<file path="config.mk">
export PLATFORM = sky130hd
export DESIGN_NAME = conv_kernel_driver
export DESIGN_NICKNAME = d
export VERILOG_FILES = /design/src/rtl/conv_kernel_driver.sv
export SDC_FILE = /design/constraint.sdc
export NUM_CORES = 2
export LEC_CHECK = 0
export ABC_AREA = 1
export ABC_CLOCK_PERIOD_IN_PS = 7300
export BUFFER_PORTS_ARGS = -buffer_cell sky130_fd_sc_hd__buf_2
export CELL_PAD_IN_SITES_DETAIL_PLACEMENT = 2
export CELL_PAD_IN_SITES_GLOBAL_PLACEMENT = 2
export CORE_AREA = 4 4 548 550
export DETAILED_ROUTE_END_ITERATION = 10
export DIE_AREA = 0 0 552 554
export HOLD_SLACK_MARGIN = 0.06
export PLACE_DENSITY_LB_ADDON = 0.1
export SLEW_MARGIN = 20
export SYNTH_ARGS = -nofsm -noshare
export SYNTH_HDL_FRONTEND = slang
export SYNTH_SLANG_ARGS = --single-unit
</file>
<file path="constraint.sdc">
create_clock -name clk -period 7.3 [get_ports clk]
set_input_delay 0 -clock clk [delete_from_list [all_inputs] [get_ports clk]]
set_output_delay 0 -clock clk [all_outputs]
set_load 0.03 [all_outputs]
</file>
<file path="src/rtl/conv_kernel_driver.sv">
// Walks every 2x2 window of a C-channel feature map, feeds one ConvKernel, stores each result.
// Optional feature: define CONV_DRIVER_TIMEOUT_EN to bound WAIT by TIMEOUT cycles (writes quiet NaN, sets err).
module conv_kernel_driver #(
  parameter int BITWIDTH    = 32,
  parameter int DATACHANNEL = 10,
  parameter int IMG_W       = 8,
  parameter int IMG_H       = 8,
  parameter int ADDR_WIDTH  = 12,
  parameter int TIMEOUT     = 64
) (
  input  logic                              clk,
  input  logic                              rst,
  input  logic                              go,
  output logic                              busy,
  output logic                              done,
  output logic                              err,
  output logic                              rd_en,
  output logic [ADDR_WIDTH-1:0]             rd_addr,
  input  logic [BITWIDTH-1:0]               rd_data,
  output logic [BITWIDTH*4*DATACHANNEL-1:0] kern_data,
  output logic                              kern_start,
  input  logic                              kern_finish,
  input  logic [BITWIDTH-1:0]               kern_result,
  output logic                              wr_en,
  output logic [ADDR_WIDTH-1:0]             wr_addr,
  output logic [BITWIDTH-1:0]               wr_data
);

  localparam int numElem = 4 * DATACHANNEL;
  localparam int cntW    = $clog2(numElem + 1);

  localparam logic [cntW-1:0]       lastFetch = cntW'(numElem);
  localparam logic [cntW-1:0]       cntOne    = cntW'(1);
  localparam logic [ADDR_WIDTH-1:0] addrOne   = ADDR_WIDTH'(1);
  localparam logic [ADDR_WIDTH-1:0] imgWA     = ADDR_WIDTH'(IMG_W);
  localparam logic [ADDR_WIDTH-1:0] imgHA     = ADDR_WIDTH'(IMG_H);
  localparam logic [ADDR_WIDTH-1:0] outWA     = ADDR_WIDTH'(IMG_W - 1);
  localparam logic [ADDR_WIDTH-1:0] lastOx    = ADDR_WIDTH'(IMG_W - 2);
  localparam logic [ADDR_WIDTH-1:0] lastOy    = ADDR_WIDTH'(IMG_H - 2);
  localparam logic [BITWIDTH-1:0]   nanWord   = BITWIDTH'(32'h7FC0_0000);

  typedef enum logic [2:0] {IDLE, FETCH, FIRE, WAIT, WRITE, DONE} stateT;

  stateT                              state;
  stateT                              nextState;
  logic [cntW-1:0]                    fetchCnt;
  logic [cntW-1:0]                    captIdx;
  logic [ADDR_WIDTH-1:0]              ox;
  logic [ADDR_WIDTH-1:0]              oy;
  logic [ADDR_WIDTH-1:0]              chanIdx;
  logic [ADDR_WIDTH-1:0]              kyOff;
  logic [ADDR_WIDTH-1:0]              kxOff;
  logic [ADDR_WIDTH-1:0]              rdAddrCalc;
  logic [BITWIDTH*4*DATACHANNEL-1:0]  kernBuf;
  logic [BITWIDTH-1:0]                resultReg;
  logic                               timedOut;
  logic                               lastWindow;

  // Fetch counter doubles as element index: i = c*4 + ky*2 + kx.
  assign chanIdx    = ADDR_WIDTH'(fetchCnt >> 2);
  assign kyOff      = ADDR_WIDTH'(fetchCnt[1]);
  assign kxOff      = ADDR_WIDTH'(fetchCnt[0]);
  assign rdAddrCalc = (chanIdx * imgHA + oy + kyOff) * imgWA + ox + kxOff;
  assign captIdx    = fetchCnt - cntOne;
  assign lastWindow = (ox == lastOx) && (oy == lastOy);
  assign kern_data  = kernBuf;

  always_ff @(posedge clk) begin
    if (rst) begin
      state <= IDLE;
    end else begin
      state <= nextState;
    end
  end

  always_comb begin
    nextState = state;
    unique case (state)
      IDLE:    if (go) nextState = FETCH;
      FETCH:   if (fetchCnt == lastFetch) nextState = FIRE;
      FIRE:    nextState = WAIT;
      WAIT:    if (kern_finish || timedOut) nextState = WRITE;
      WRITE:   nextState = lastWindow ? DONE : FETCH;
      DONE:    nextState = IDLE;
      default: nextState = IDLE;
    endcase
  end

  always_comb begin
    busy       = state inside {FETCH, FIRE, WAIT, WRITE};
    done       = (state == DONE);
    rd_en      = (state == FETCH) && (fetchCnt != lastFetch);
    rd_addr    = rd_en ? rdAddrCalc : '0;
    kern_start = (state == FIRE);
    wr_en      = (state == WRITE);
    wr_addr    = wr_en ? (oy * outWA + ox) : '0;
    wr_data    = wr_en ? resultReg : '0;
  end

  // Read data lags the strobe by one cycle, so slot i is filled while fetchCnt = i+1.
  always_ff @(posedge clk) begin
    if (rst) begin
      fetchCnt  <= '0;
      ox        <= '0;
      oy        <= '0;
      kernBuf   <= '0;
      resultReg <= '0;
    end else begin
      fetchCnt <= (state == FETCH) ? fetchCnt + cntOne : '0;
      if (state == IDLE && go) begin
        ox <= '0;
        oy <= '0;
      end
      if (state == FETCH && fetchCnt != '0) begin
        for (int i = 0; i < numElem; i++) begin
          if (captIdx == cntW'(i)) begin
            kernBuf[i*BITWIDTH +: BITWIDTH] <= rd_data;
          end
        end
      end
      if (state == WAIT) begin
        if (kern_finish) begin
          resultReg <= kern_result;
        end else if (timedOut) begin
          resultReg <= nanWord;
        end
      end
      if (state == WRITE) begin
        if (ox == lastOx) begin
          ox <= '0;
          oy <= oy + addrOne;
        end else begin
          ox <= ox + addrOne;
        end
      end
    end
  end

`ifdef CONV_DRIVER_TIMEOUT_EN
  localparam int waitW = (TIMEOUT > 1) ? $clog2(TIMEOUT) : 1;

  logic [waitW-1:0] waitCnt;
  logic             errReg;

  assign timedOut = (state == WAIT) && !kern_finish && (waitCnt == waitW'(TIMEOUT - 1));
  assign err      = errReg;

  // err is sticky across the rest of the pass and only an accepted go or reset clears it.
  always_ff @(posedge clk) begin
    if (rst) begin
      waitCnt <= '0;
      errReg  <= 1'b0;
    end else begin
      waitCnt <= (state == WAIT) ? waitCnt + waitW'(1) : '0;
      if (state == IDLE && go) begin
        errReg <= 1'b0;
      end else if (timedOut) begin
        errReg <= 1'b1;
      end
    end
  end
`else
  logic unusedTimeout;

  assign unusedTimeout = (TIMEOUT != 0);
  assign timedOut      = 1'b0;
  assign err           = 1'b0;
`endif

endmodule

</file>
==> run_results.csv <==
group,metric,value,unit
timing,setup_viol,0,
floorplan,die_height,554,um
timing,rsz0062_at_grt,"false",
clock_tree,htree_levels,4,
logic_synthesis,netlist_top_cells_area,"dfxtp_1 47%, nor2_1 13%, nand3_1 12%",
setup_path,endpoint_kind,"output port",
hold_path,hold_path_class,"in -> reg",
logic_synthesis,synth_top_area_share,47.4,%
outcome,outcome,"complete, no violations",
placed_design,hpwl,243000,um
setup_path,cp.required,7.30,ns
grt,grt_start_max_net_pins,209,
final_layout,drive_above_1_share,20.0,%
timing,finalHoldViolations,0,
detailed_routing,via_count,61000,
power_and_ir_drop,p_int,0.0130,W
floorplan,io_pins,1410,
floorplan,initial_core_util,19.2,%
logic_synthesis,ys_types,34,
logic_synthesis,yosysSeqAreaShare,47.4,%
setup_path,critPathLaunchType,"flop",
final_layout,syn_to_final_growth,29.8,%
grt,grt_pass1_vias,62500,
power_and_ir_drop,ir_worst_vdd,0.000165,V
detailed_routing,firstDrtPassIters,5,
logic_synthesis,syn_area,56800,um^2
setup_path,crit_fanout,9,
timing,finalCritPeriodShare,58.5,%
clock_tree,cts_buffers,183,
logic_synthesis,syn-num-nets,8196,
power_and_ir_drop,p_leak,32.7,nW
power_and_ir_drop,p_switching,0.00522,W
power_and_ir_drop,pwr-share-clk,50.2,%
clock_tree,cts_tree,"built",
detailed_routing,routed_via_density,4.62,
clock_tree,clockBufferDepth,4,
detailed_routing,routed_wl,373000,um
logic_synthesis,synth_area_per_cell,7.05,um^2
grt,grt_overflow,0,
floorplan,die_area,306000,um^2
setup_path,critical_path_class,"reg -> out",
timing,slew_headroom,20.4,%
power_and_ir_drop,power.share.combinational,9.3,%
power_and_ir_drop,seqPwrFrac,40.5,%
timing,drv_slew,0,
final_layout,nNetsFinal,9256,
timing,skew,0.0677,ns
detailed_routing,postRouteAntennaNets,0,
power_and_ir_drop,p_sw_share,28.7,%
timing,worst_slew_pin_slew,1.19,ns
clock_tree,clk_latency,0.87,ns
final_layout,final_cell_mix,"1905 x nor2_1, 1444 x nand2_1, 1408 x buf_2",
setup_path,rr_worst_depth,11,
detailed_routing,routedWlPerCell,28.2,um
setup_path,critPathArrivalTime,4.27,ns
floorplan,num_rows,200,
clock_tree,cts_root_buffer,"clkbuf_16",
logic_synthesis,synth_cells,8058,
grt,grt_pass1_wl,514000,um
logic_synthesis,yosys_register_bits,1345,
flow_run,maxCapViolations,0,
final_layout,fillerInstances,34900,
clock_tree,cts_sinks,1345,
placed_design,routabilityCongestion,0.767,
detailed_routing,first_iter_violations,3464,
timing,max_freq,0.234,GHz
timing,finalHoldWorstSlack,0.280,ns
detailed_routing,drc,0,
clock_tree,post_cts_buffers,0,
timing,min_period,4.27,ns
final_layout,fin_util,24.9,%
placed_design,portBuffers,1408,
clock_tree,cts.clk_slew.worst_paths,0.05,ns
timing,tns,0,ns
hold_path,hold_depth,3,
logic_synthesis,yosysTopAreaCell,"dfxtp_1",
power_and_ir_drop,p_per_area,247,nW/um^2
logic_synthesis,synth_warnings,0,
grt,antenna_found_initial,51,
floorplan,coreArea,296000,um^2
final_layout,final_common_cell,"nor2_1",
floorplan,fp.dieW,552,um
grt,grt_use_total,23.3,%
## power by group through the flow
stage | clock (W) | sequential (W) | combinational, W
after floorplan | 0 | 0.00753 | 0.000926
after global placement | 0 | 0.00753 | 0.00165
after detailed placement | 0 | 0.00753 | 0.00167
after CTS | 0.00947 | 0.00737 | 0.00174
after global routing | 0.00977 | 0.00737 | 0.00184
final | 0.00915 | 0.00737 | 0.00169
## sequential cells by signal (all words and copies together), names as in the netlist
| signal | cells |
|---|---|
| ox | 12 |
| oy | 12 |
| kern_data | 1280 |
| resultReg | 32 |
| state | 3 |
| fetchCnt | 6 |
## metrics by stage
stage	power [W]	cells	cell area, um^2	setup WS [ns]
2_1_floorplan	0.00846	8058	56800	4.34
3_3_place_gp	0.00919	12700	66200	3.62
3_5_place_dp	0.00920	12700	66200	3.39
4_1_cts	0.0186	13200	73600	2.87
5_1_grt	0.0190	13200	73700	2.75
6_report	0.0182	13200	73700	3.03
## worst max-delay path, cell delays in order (launching register included)
cell	delay, ns
dfxtp_1	0.59
inv_1	0.17
fa_1	0.52
fa_1	0.52
inv_1	0.05
ha_1	0.39
a21oi_1	0.21
o21ai_0	0.13
a21o_1	0.19
nand2_1	0.05
nand2_1	0.05
nor2_1	0.25
buf_2	0.31
## synth_stat cells
cell,number
xnor2_1,4
nand3_1,1341
o21a_1,3
o211a_1,1
inv_1,165
nand4_1,8
nand2_1,1445
buf_6,24
a21boi_0,3
nand3_4,2
nor3_1,8
inv_2,5
conb_1,1
clkinv_1,3
nor2_2,9
clkbuf_1,202
fa_1,19
a21o_1,3
nor2_1,1915
nor2_4,17
ha_1,51
or2_2,1
o21ai_0,58
nor4_1,1
buf_1,138
buf_4,29
xor2_1,9
o211ai_1,2
o311ai_0,1
nand3_2,1
buf_2,389
a21oi_1,854
nor3b_1,1
dfxtp_1,1345
## path summary, 6_finish.rpt
path	start	slack, ns	endpoint
worst max-delay path	oy[2]	3.03	wr_addr[6]
worst min-delay path	rst	0.28	ox[1]
worst max register to register	fetchCnt[0]	3.48	kern_data[532]
worst min register to register	kern_data[11]	0.47	kern_data[11]
## cell type report
type,instances,area (um^2),share of cell area (%)
Tap cell,3939,4930,6.68
Inverter,173,752,1.02
Timing Repair Buffer,1657,9530,12.9
Sequential cell,1345,26900,36.5
Antenna cell,19,47.5,0.0645
Multi-Input combinational cell,5758,25600,34.8
Clock buffer,281,5440,7.38
Clock inverter,39,470,0.638
## what timing repair did
| action | in CTS | in global routing |
|---|---|---|
| gates resized for setup | 0 | 0 |
| hold buffers | 150 | 0 |
| hold endpoints to repair | 650 | 0 |
## metal layers
metal	global-route usage [%]	share of wire [%]	vias to the layer above
met1	29.4	44	31100
met3	6.41	7.0	381
met4	7.03	3.3	6
met2	38.5	46	1551
li1	-	-	28100
met5	0	0.0094	-
## cells by family (layout without fill, tap and decap cells)
logic type | Yosys count | after routing | synth area share (%)
fa+ha+maj | 70 | 70 | 1.79
simple gates | 4749 | 4749 | 34.7
flops | 1345 | 1345 | 47.4
compound gates | 925 | 925 | 8.21
buf+inv | 955 | 2150 | 7.67
other cells | 1 | 20 | 0.00660
xor+xnor | 13 | 13 | 0.200
(Power assumes the default switching activity.)
